==> src/rtl/mem_pkg.sv <==
// Shared definitions for the memory request front-end.
// Holds default widths, memory depth, the command bundle and a small index helper.
package mem_pkg;

  localparam int DEF_ADDR_W = 4;
  localparam int DEF_DATA_W = 8;
  localparam int MEM_DEPTH  = 16;
  localparam int OWNER_W    = 3;

  // Command bundle at default widths, for consumers that use them
  typedef struct packed {
    logic                  valid;
    logic                  we;
    logic [DEF_ADDR_W-1:0] addr;
    logic [DEF_DATA_W-1:0] wdata;
    logic [OWNER_W-1:0]    owner;
  } cmd_t;

  // Increment an index modulo n
  function automatic int wrap_inc(input int i, input int n);
    return (i + 1 >= n) ? 0 : i + 1;
  endfunction

endpackage

==> src/rtl/rr_arbiter.sv <==
// Rotating-priority arbiter with its own pointer register.
// Ports: clk, rst (sync, active-high), req, advance -> one-hot grant, encoded idx.
module rr_arbiter
  import mem_pkg::*;
#(
  parameter int N     = 4,
  parameter int IDX_W = $clog2(N)
) (
  input  logic             clk,
  input  logic             rst,
  input  logic [N-1:0]     req,
  input  logic             advance,
  output logic [N-1:0]     grant,
  output logic [IDX_W-1:0] idx
);

  logic [IDX_W-1:0] ptr;
  logic             found;
  int               c;

  // Search starts at ptr and wraps; the first requester wins
  always_comb begin
    grant = '0;
    idx   = '0;
    found = 1'b0;
    c     = 0;
    for (int i = 0; i < N; i++) begin
      c = int'(ptr) + i;
      if (c >= N) c = c - N;
      if (!found && req[c[IDX_W-1:0]]) begin
        found                = 1'b1;
        grant[c[IDX_W-1:0]] = 1'b1;
        idx                  = c[IDX_W-1:0];
      end
    end
  end

  // The winner moves to lowest priority; no grant keeps ptr
  always_ff @(posedge clk) begin
    if (rst) begin
      ptr <= '0;
    end else if (advance && found) begin
      ptr <= IDX_W'(wrap_inc(int'(idx), N));
    end
  end

endmodule

==> src/rtl/mem_req_arbiter.sv <==
// Round-robin front-end for one port of the shared memory, with a two-stage pipeline.
// Ports: client req_* handshakes in, registered mem_* command out, rsp_* read return.
module mem_req_arbiter
  import mem_pkg::*;
#(
  parameter int NUM_CLIENTS = 4,
  parameter int ADDR_W      = DEF_ADDR_W,
  parameter int DATA_W      = DEF_DATA_W
) (
  input  logic                          clk,
  input  logic                          rst,
  input  logic [NUM_CLIENTS-1:0]        req_valid,
  output logic [NUM_CLIENTS-1:0]        req_ready,
  input  logic [NUM_CLIENTS-1:0]        req_we,
  input  logic [NUM_CLIENTS*ADDR_W-1:0] req_addr,
  input  logic [NUM_CLIENTS*DATA_W-1:0] req_wdata,
  output logic [ADDR_W-1:0]             mem_address,
  output logic [DATA_W-1:0]             mem_data_in,
  output logic                          mem_write_en,
  output logic                          mem_read_en,
  input  logic [DATA_W-1:0]             mem_data_out,
  output logic [NUM_CLIENTS-1:0]        rsp_valid,
  output logic [DATA_W-1:0]             rsp_data
);

  localparam int IDX_W = $clog2(NUM_CLIENTS);

  typedef struct packed {
    logic              valid;
    logic              we;
    logic              rd;
    logic [ADDR_W-1:0] addr;
    logic [DATA_W-1:0] wdata;
    logic [IDX_W-1:0]  owner;
  } s1_t;

  logic [ADDR_W-1:0]      addr_a  [NUM_CLIENTS];
  logic [DATA_W-1:0]      wdata_a [NUM_CLIENTS];
  logic [NUM_CLIENTS-1:0] req_m;
  logic [NUM_CLIENTS-1:0] grant;
  logic [IDX_W-1:0]       gidx;
  logic                   granted;
  s1_t                    s1;
  logic [IDX_W-1:0]       s2_owner;
  logic                   s2_rd;

  for (genvar i = 0; i < NUM_CLIENTS; i++) begin : g_unpack
    assign addr_a[i]  = req_addr[i*ADDR_W +: ADDR_W];
    assign wdata_a[i] = req_wdata[i*DATA_W +: DATA_W];
  end

  // Requests are masked during reset so nothing is granted
  assign req_m = rst ? '0 : req_valid;

  rr_arbiter #(
    .N     (NUM_CLIENTS),
    .IDX_W (IDX_W)
  ) u_rr (
    .clk     (clk),
    .rst     (rst),
    .req     (req_m),
    .advance (!rst),
    .grant   (grant),
    .idx     (gidx)
  );

  assign granted   = |grant;
  assign req_ready = grant;

  // Stage 1: command register; address/data hold when idle
  always_ff @(posedge clk) begin
    if (rst) begin
      s1 <= '0;
    end else begin
      s1.valid <= granted;
      s1.we    <= granted && req_we[gidx];
      s1.rd    <= granted && !req_we[gidx];
      if (granted) begin
        s1.addr  <= addr_a[gidx];
        s1.wdata <= wdata_a[gidx];
        s1.owner <= gidx;
      end
    end
  end

  // Stage 2: tracks whose read data appears on mem_data_out
  always_ff @(posedge clk) begin
    if (rst) begin
      s2_owner <= '0;
      s2_rd    <= 1'b0;
    end else begin
      s2_owner <= s1.owner;
      s2_rd    <= s1.rd;
    end
  end

  // Enables are gated so an in-flight command never reaches memory in reset
  assign mem_address  = s1.addr;
  assign mem_data_in  = s1.wdata;
  assign mem_write_en = s1.valid && s1.we && !rst;
  assign mem_read_en  = s1.rd && !rst;

  always_comb begin
    rsp_valid = '0;
    if (s2_rd && !rst) rsp_valid[s2_owner] = 1'b1;
  end

  assign rsp_data = mem_data_out;

endmodule

==> config.mk <==
export PLATFORM = sky130hd
export DESIGN_NAME = mem_req_arbiter
export DESIGN_NICKNAME = d
export VERILOG_FILES = /design/src/rtl/mem_pkg.sv /design/src/rtl/rr_arbiter.sv /design/src/rtl/mem_req_arbiter.sv
export SDC_FILE = /design/constraint.sdc
export NUM_CORES = 1
export LEC_CHECK = 0
export ABC_AREA = 1
export CAP_MARGIN = 20
export CORE_MARGIN = 5
export CORE_UTILIZATION = 42
export CTS_CLUSTER_SIZE = 20
export DETAILED_ROUTE_END_ITERATION = 12
export PLACE_DENSITY = 0.82
export SYNTH_ARGS = -nofsm -noshare
export SYNTH_HDL_FRONTEND = slang
export SYNTH_HIERARCHICAL = 1
export SYNTH_SLANG_ARGS = --single-unit
==> constraint.sdc <==
create_clock -name clk -period 3 [get_ports clk]
set_clock_uncertainty 0.1 [all_clocks]
set_input_delay 0.3 -clock clk [delete_from_list [all_inputs] [get_ports clk]]
set_output_delay 0.3 -clock clk [all_outputs]
set_load 0.02 [all_outputs]
After elaboration in Yosys (flattened, before gate mapping)

Cells that the tools add are included.

Bits in read-only memories: 0
Latch bits: 0
Memory bits (writable): 0
Bits in registers: 22
Input bits: 66
Memories: 0
Word-level logic and storage cells: 104

Order comparisons: 17
Reduce and logical (&&, ||, !) cells: 21
Bitwise logic cells: 4
Divide/modulo/power cells: 0
Equal/unequal tests: 0
Shift operators: 0
$mul: 0
Add/subtract/negate cells: 8
Mux-type cells: 45

Operators with widths:

| kind                                                                                 | number |
|---|---|
| 4-bit 2-to-1 mux                                                                     | 8 |
| 2-bit by 3-bit < comparator with 1-bit output (second input constant)                | 6 |
| 2-bit 2-to-1 mux                                                                     | 9 |
| 8-bit binary-select mux with 2-bit select                                            | 1 |
| 8-bit 2-to-1 mux                                                                     | 2 |
| 3-bit greater-or-equal comparator (second input constant)                            | 5 |
| 1-bit logical AND                                                                    | 15 |
| 1-bit 2-to-1 mux                                                                     | 14 |
| 4-bit OR                                                                             | 3 |
| 1-bit binary-select mux with 2-bit select                                            | 5 |
| 1-bit demux with 2-bit select                                                        | 5 |
| 2-bit by 1-bit greater-or-equal comparator with 1-bit output (second input constant) | 5 |
| 4-bit binary-select mux with 2-bit select                                            | 1 |
| 2-bit by 1-bit subtractor with 2-bit output (second input constant)                  | 4 |
| 2-bit by 1-bit adder with 3-bit output (second input constant)                       | 2 |
| 2-bit by 2-bit adder with 3-bit output (second input constant)                       | 2 |
| 1-bit logical NOT                                                                    | 5 |
| 4-bit OR reduction                                                                   | 1 |
| 2-bit by 3-bit greater-or-equal comparator with 1-bit output (second input constant) | 1 |
| 2-bit NOT with 3-bit output                                                          | 1 |

Longest topological paths before layout

Gate-level depths: netlist of the first run.

Word-level depth: 18
Mapped depth: 18
Gate-level depth less buffers: 17

Modules after synthesis

The synthesis of the first run kept the hierarchy.

Modules (own cells, without submodules):

| module          | times used | seq. area each (µm²) | cells an instance | area an instance (µm²) |
|---|---|---|---|---|
| mem_req_arbiter | 1          | 400.4                | 233               | 1465.2 |
| rr_arbiter      | 1          | 40.0                 | 92                | 543.0 |

Worst setup path after synthesis of the first run

Ideal clock, no wire load.

Path type: register to register
From: register with a tool-made name
To: register s1, in the netlist mem_data_in[4]
Required time: 2.784 ns
Arrival: 2.554 ns
Cell stages (with the launch flop): 16
Period minus slack after synthesis: 2.770 ns
Buffers on the path: 1
Setup time: 0.116 ns
Setup slack: 0.230 ns
Cells stage by stage: dfxtp_1 -> inv_2 -> ha_1 -> inv_1 -> nand3_1 -> nand2_1 -> nor2_4 -> nand2_1 -> o21ai_0 -> a31oi_1 -> o21ai_0 -> nor2_2 -> nand2_2 -> buf_6 -> o21ai_1 -> a21oi_1

RTL lines:

| element       | line                  | RTL |
|---|---|---|
| end, declared | mem_req_arbiter.sv:43 | `s1_t s1;` |

Worst setup path in the final report of the first run

From: input port rst
To: register s1, in the netlist mem_address[2]

Cells in the longest elaborated chain, start to end: 17

RTL lines:

| element                                              | line                  | RTL |
|---|---|---|
| start, declared                                      | mem_req_arbiter.sv:11 | `input logic rst,` |
| 4-bit 2-to-1 mux (*)                                 | mem_req_arbiter.sv:53 | `assign req_m = rst ? '0 : req_valid;` |
| net req_m[2]                                         | mem_req_arbiter.sv:39 | `logic [NUM_CLIENTS-1:0] req_m;` |
| 1-bit binary-select mux with 2-bit select            | rr_arbiter.sv:30      | `if (!found && req[c[IDX_W-1:0]]) begin` |
| 1-bit 2-to-1 mux (not written as such)               | rr_arbiter.sv:30      |  |
| 1-bit 2-to-1 mux                                     | rr_arbiter.sv:30      |  |
| 1-bit logical NOT                                    | rr_arbiter.sv:30      |  |
| 1-bit logical AND                                    | rr_arbiter.sv:30      |  |
| 1-bit 2-to-1 mux                                     | rr_arbiter.sv:30      |  |
| 1-bit logical NOT                                    | rr_arbiter.sv:30      |  |
| 1-bit logical AND                                    | rr_arbiter.sv:30      |  |
| 1-bit 2-to-1 mux                                     | rr_arbiter.sv:30      |  |
| 1-bit logical NOT                                    | rr_arbiter.sv:30      |  |
| 1-bit logical AND                                    | rr_arbiter.sv:30      |  |
| 2-bit 2-to-1 mux                                     | rr_arbiter.sv:30      |  |
| 2-bit NOT with 3-bit output (not written as such)    | mem_req_arbiter.sv:79 | `s1.addr <= addr_a[gidx];` |
| 4-bit binary-select mux with 2-bit select            | mem_req_arbiter.sv:79 |  |
| 4-bit 2-to-1 mux (not written as such) (2 in series) | mem_req_arbiter.sv:79 |  |

The timed path passes the listed nets; every way through them passes the cells marked *. The select of a mux whose other input is x is not followed.
A chain may end at the register's enable or synchronous reset.

==> results of run 1 <==
==> state kept, by name (all words and copies together), names as in the netlist, named ones only <==
name         count
s1               5
s2_rd            1
u_rr/ptr         1
mem_data_in      8
mem_address      4
s2_owner         2
==> layout make-up <==
| type | instances | area [sq um] | area share, % |
|---|---|---|---|
| flip-flops and latches | 22 | 440.4 | 15.83 |
| clock buffers | 3 | 41.29 | 1.484 |
| inverters | 53 | 206.4 | 7.419 |
| repair buffers | 90 | 883.3 | 31.74 |
| clock inverters | 1 | 30.03 | 1.079 |
| multi-input cells | 219 | 1114 | 40.02 |
| well taps | 54 | 67.56 | 2.428 |
==> synthesized netlist by cell type, drive strengths merged, types with 2 or more instances <==
master,number,area (sq um)
nand3b,4,30.03
ha,6,75.07
o21ai,17,92.59
a21oi,12,60.06
nand3,40,230.2
a31oi,2,12.51
nand2,110,440.4
nor2,16,88.83
nand4,3,18.77
buf,31,247.7
inv,53,206.4
nor3,4,20.02
dfxtp,22,440.4
==> critical path, stage by stage <==
cell	delay, ns
clkdlybuf4s50_1	0.48
nor2_1	0.23
inv_1	0.06
nand2_1	0.08
nand3_2	0.09
nand2_4	0.16
nor2_4	0.06
nand2_1	0.06
o21ai_0	0.07
a31oi_1	0.15
o21ai_0	0.19
nor2_2	0.20
nand2_2	0.31
o21ai_0	0.27
a21oi_1	0.06
==> path summary, 6_finish.rpt <==
path                            cells past startpoint      from        endpoint  slack, ns
worst max-delay path                               15       rst  mem_address[2]       0.25
worst min-delay path                                2     s1[0]     s2_owner[0]       0.32
worst max register to register                     14  register  mem_address[2]       0.26
worst min register to register                      2     s1[0]     s2_owner[0]       0.32
==> where the power goes <==
part           switching, mW  total [mW]  internal (mW)
clock                 0.0958       0.274          0.178
combinational           1.89        3.03           1.13
sequential            0.0485       0.469          0.421
total                   2.04        3.77           1.73
==> through the flow <==
step           std cells  utilization (%)  area [sq um]  hold WS (ns)
2_1_floorplan        325                -          2008        0.2785
3_3_place_gp         438            57.57          2701        0.3096
3_5_place_dp         438            57.57          2701        0.3070
4_1_cts              442            59.09          2773        0.3203
5_1_grt              442            59.31          2783        0.3351
6_report             442            59.31          2783        0.3185
==> logic make-up (layout without fill, tap and decap cells) <==
kind of cell | Yosys count | in the layout | synth area share, %
and+or+nand+nor | 177 | 177 | 41.25
DFF | 22 | 22 | 21.93
buffers and inverters | 84 | 147 | 22.62
AOI/OAI and AO/OA | 36 | 36 | 10.47
adders and majority gates | 6 | 6 | 3.738
==> metal layers <==
layer | share of wire (%) | GRT usage, % | wire length, microns
met5 | 0 | 0 | 0
met4 | 1.6 | 3.780 | 82
met2 | 50 | 29.29 | 2569
met1 | 40 | 17.77 | 2050
met3 | 9.0 | 4.082 | 464
==> metrics, run 1 <==
Clock Tree Root=clkbuf_8; worst-path fanout max=25; critical path arrival=2.79 ns; CTS tree=yes; clk slew on worst S/H paths=0.08 ns; routability cong.=0.8915; first drt pass iteration count=4; EDFF count, synth=0; num rows=25; first-pass GRT wire length=8252 microns; Final Critical Period=2.754 ns; cts bufs inserted=3; Antenna Cells=0; syn nets=397; CP Launch Type=input port; vias per std cell=4.774; Die ar.=6264 sq um; CP endpoint kind=register; Nets=461; clk buf depth=2; fin crit share=91.81%; status=finished clean; # H-tree levels=1; Setup TNS=0 ns; pwr dens=1354 nW/um^2; Final setup viols=0; crit path kind=in2reg; Die Wd=79.15 microns; ys async rst share=0%; Hold Buf Count CTS=0; fillers=454; synthesized instance count=325; Yosys reg bits=22; most common cell after layout, fill and taps aside=nand2_1; Core ar.=4692 sq um; Vias=2110; Worst EP required=3.03 ns; IO Port Bufs=79; P&R area growth vs syn=38.57%; Syn. warnings=6; CTS sink cnt=22; WL final=5167 microns; dpl hpwl=4102 microns; Resized cells post-CTS=0; most frequent cells in the layout=nand2_1 (103), clkdlybuf4s50_1 (75), inv_1 (48); vias in the first global route=1921; All-Layer GR Usage=15.76%; Tot Pwr=3.769 mW; initial DRC count=128; Worst Setup Slack, final=0.2458 ns; max-cap violation count=0; Hold Fails Final Rpt=0; Slew HR=67.48%; top_reg_cell synth=dfxtp_1; gr ovfl total=0; initial antenna violation count=0; antenna-violating nets left=0; layout cells sized above 1=10.31%; # IOs=96; Leak=1.441 nW; post-synthesis sequential area ratio=21.93%; Netlist cell types=31; f_max=363.1 MHz; final slew viol count=0; Post-CTS Setup Bufs=0; Worst IR Drop VDD=0.6797 mV; Worst-Margin Slew=0.4861 ns; Hold Path Class=reg2reg; syn avg cell area=6.179 sq um; initial core utilization=42.80%; pin count of the biggest net entering global routing=28; pre-CTS setup slack=0.03769 ns; DIE HEIGHT=79.15 microns; WL/cell=11.69 microns; Mapped Area=2008 sq um; Clk Latency, worst-skew pair=0.26 ns; residual DRC count=0
Note: power is estimated with default switching activity, not from simulation.
==> run 2: changes to the inputs <==
--- a/config.mk
+++ b/config.mk
@@ -12,6 +12,7 @@
 export CTS_CLUSTER_SIZE = 20
 export DETAILED_ROUTE_END_ITERATION = 12
 export PLACE_DENSITY = 0.82
+export REMOVE_ABC_BUFFERS = 1
 export SYNTH_ARGS = -nofsm -noshare
 export SYNTH_HDL_FRONTEND = slang
 export SYNTH_HIERARCHICAL = 1
==> run 2 against run 1 <==
- utilization is 0.48 points higher
- non-clock buffer count is 3 higher
- die area is the same
- fmax increased by 2.5%
- final cell count rose by 0.68%
- first-iteration DRC count down 22%
- global-route usage is 0.95 points higher
- largest power group unchanged
==> metrics, run 2 (synthesis gave the netlist of run 1 again) <==
Cells after DPL=441; Vias=2118; initial core utilization=42.80%; slowest CP cell=clkdlybuf4s50_1; cts bufs inserted=3; worst path cell trace=clkdlybuf4s50_1 -> nor2_1 -> inv_1 -> nand2_1 -> nand3_2 -> nand2_4 -> nor2_4 -> nand2_1 -> o21ai_0 -> a31oi_1 -> o21ai_0 -> nor2_2 -> nand2_2 -> o21ai_0 -> a21oi_1; All-Layer GR Usage=16.71%; WL/cell=11.60 microns; final slew viol count=0; # H-tree levels=1; initial DRC count=100; Worst EP required=3.03 ns; cell mode on critical path=o21ai_0; Core ar.=4692 sq um; status=finished clean; vias per std cell=4.760; dpl hpwl=4190 microns; Reg area=440.4 sq um; max-cap violation count=0; vias in the first global route=2040; crit path kind=in2reg; CP Launch Type=input port; Die ar.=6264 sq um; fillers=445; Die Wd=79.15 microns; initial antenna violation count=0; Final setup viols=0; RSZ-0062 raised after global routing=false; CP endpoint kind=register; hold slack=0.3266 ns; Worst IR Drop VDD=0.6894 mV; worst-path fanout max=25; Hold Buf Count CTS=0; P&R area growth vs syn=39.69%; Leak=1.455 nW; Antenna Cells=0; CTS sink cnt=22; critical path arrival=2.72 ns; IO Port Bufs=79; max reg flops=8; fin crit share=89.60%; antenna-violating nets left=0; DIE HEIGHT=79.15 microns; Clock Tree Root=clkbuf_8; Hold Fails Final Rpt=0; layout cells sized above 1=11.00%; clk buf depth=2; most common cell after layout, fill and taps aside=nand2_1; Nets=464; gr ovfl total=0; pwr dens=1359 nW/um^2; first drt pass iteration count=4; routability cong.=0.8700; # IOs=96; f_max=372.0 MHz; WL final=5162 microns; num rows=25; first-pass GRT wire length=8659 microns; Setup TNS=0 ns; CP peak stage delay=0.49 ns; pin count of the biggest net entering global routing=28; Clk Latency, worst-skew pair=0.26 ns; Post-Layout Cell Count=445; Slew HR=67.68%; CTS tree=yes; residual DRC count=0; Hold Path Class=reg2reg; Worst-Margin Slew=0.4831 ns; multi-input logic area=1114 sq um; Final Critical Period=2.688 ns; most frequent cells in the layout=nand2_1 (103), clkdlybuf4s50_1 (75), inv_1 (48); clk slew on worst S/H paths=0.08 ns
## run 2: worst max-delay path: cells and delay by family
family / cells / cell delay (ns)
compound gates: 5 / 0.76
buf+inv: 2 / 0.55
simple gates: 8 / 1.08
## run 2: path summary, 6_finish.rpt
kind | cells past startpoint | from | endpoint | slack [ns]
min reg2reg | 2 | s1[0] | s2_owner[0] | 0.33
min | 2 | s1[0] | s2_owner[0] | 0.33
max | 15 | rst | s1[0] | 0.31
max reg2reg | 14 | register | s1[0] | 0.40
## run 2: power breakdown
group          switching, mW  total, mW  leakage (nW)  internal [mW]
combinational           1.90       3.07          1.24           1.17
sequential            0.0505      0.471         0.182          0.421
clock                 0.0938      0.272        0.0357          0.178
total                   2.04       3.81          1.46           1.77
## run 2: routing by layer
layer / wire, microns / GRT usage [%]
met2: 2591 / 30.39
met5: 0 / 0
met3: 439 / 5.215
met1: 2110 / 19.23
met4: 20 / 3.093
## run 2: through the flow
step / util (%) / cell area, sq um / worst slack (ns) / total power, mW
floorplan: - / 1760 / 0.1138 / 2.545
global placement: 58.05 / 2724 / 0.1503 / 3.513
detailed placement: 58.05 / 2724 / 0.06666 / 3.569
CTS: 59.57 / 2795 / 0.05382 / 3.851
global route: 59.79 / 2805 / 0.005593 / 4.268
finish: 59.79 / 2805 / 0.3121 / 3.812
## run 2: repair_timing
| action | in CTS | in global routing |
|---|---|---|
| resized for setup | 0 | 4 |
| endpoints found under the setup margin | 0 | 4 |
| setup buffers | 0 | 0 |
## run 2: cell type report
class                           instances  share of cell area [%]
Inverter                               53                   7.360
Sequential cell                        22                   15.70
Multi-Input combinational cell        219                   39.70
Tap cell                               54                   2.409
Clock buffer                            3                   1.472
Clock inverter                          1                   1.070
Timing Repair Buffer                   93                   32.29
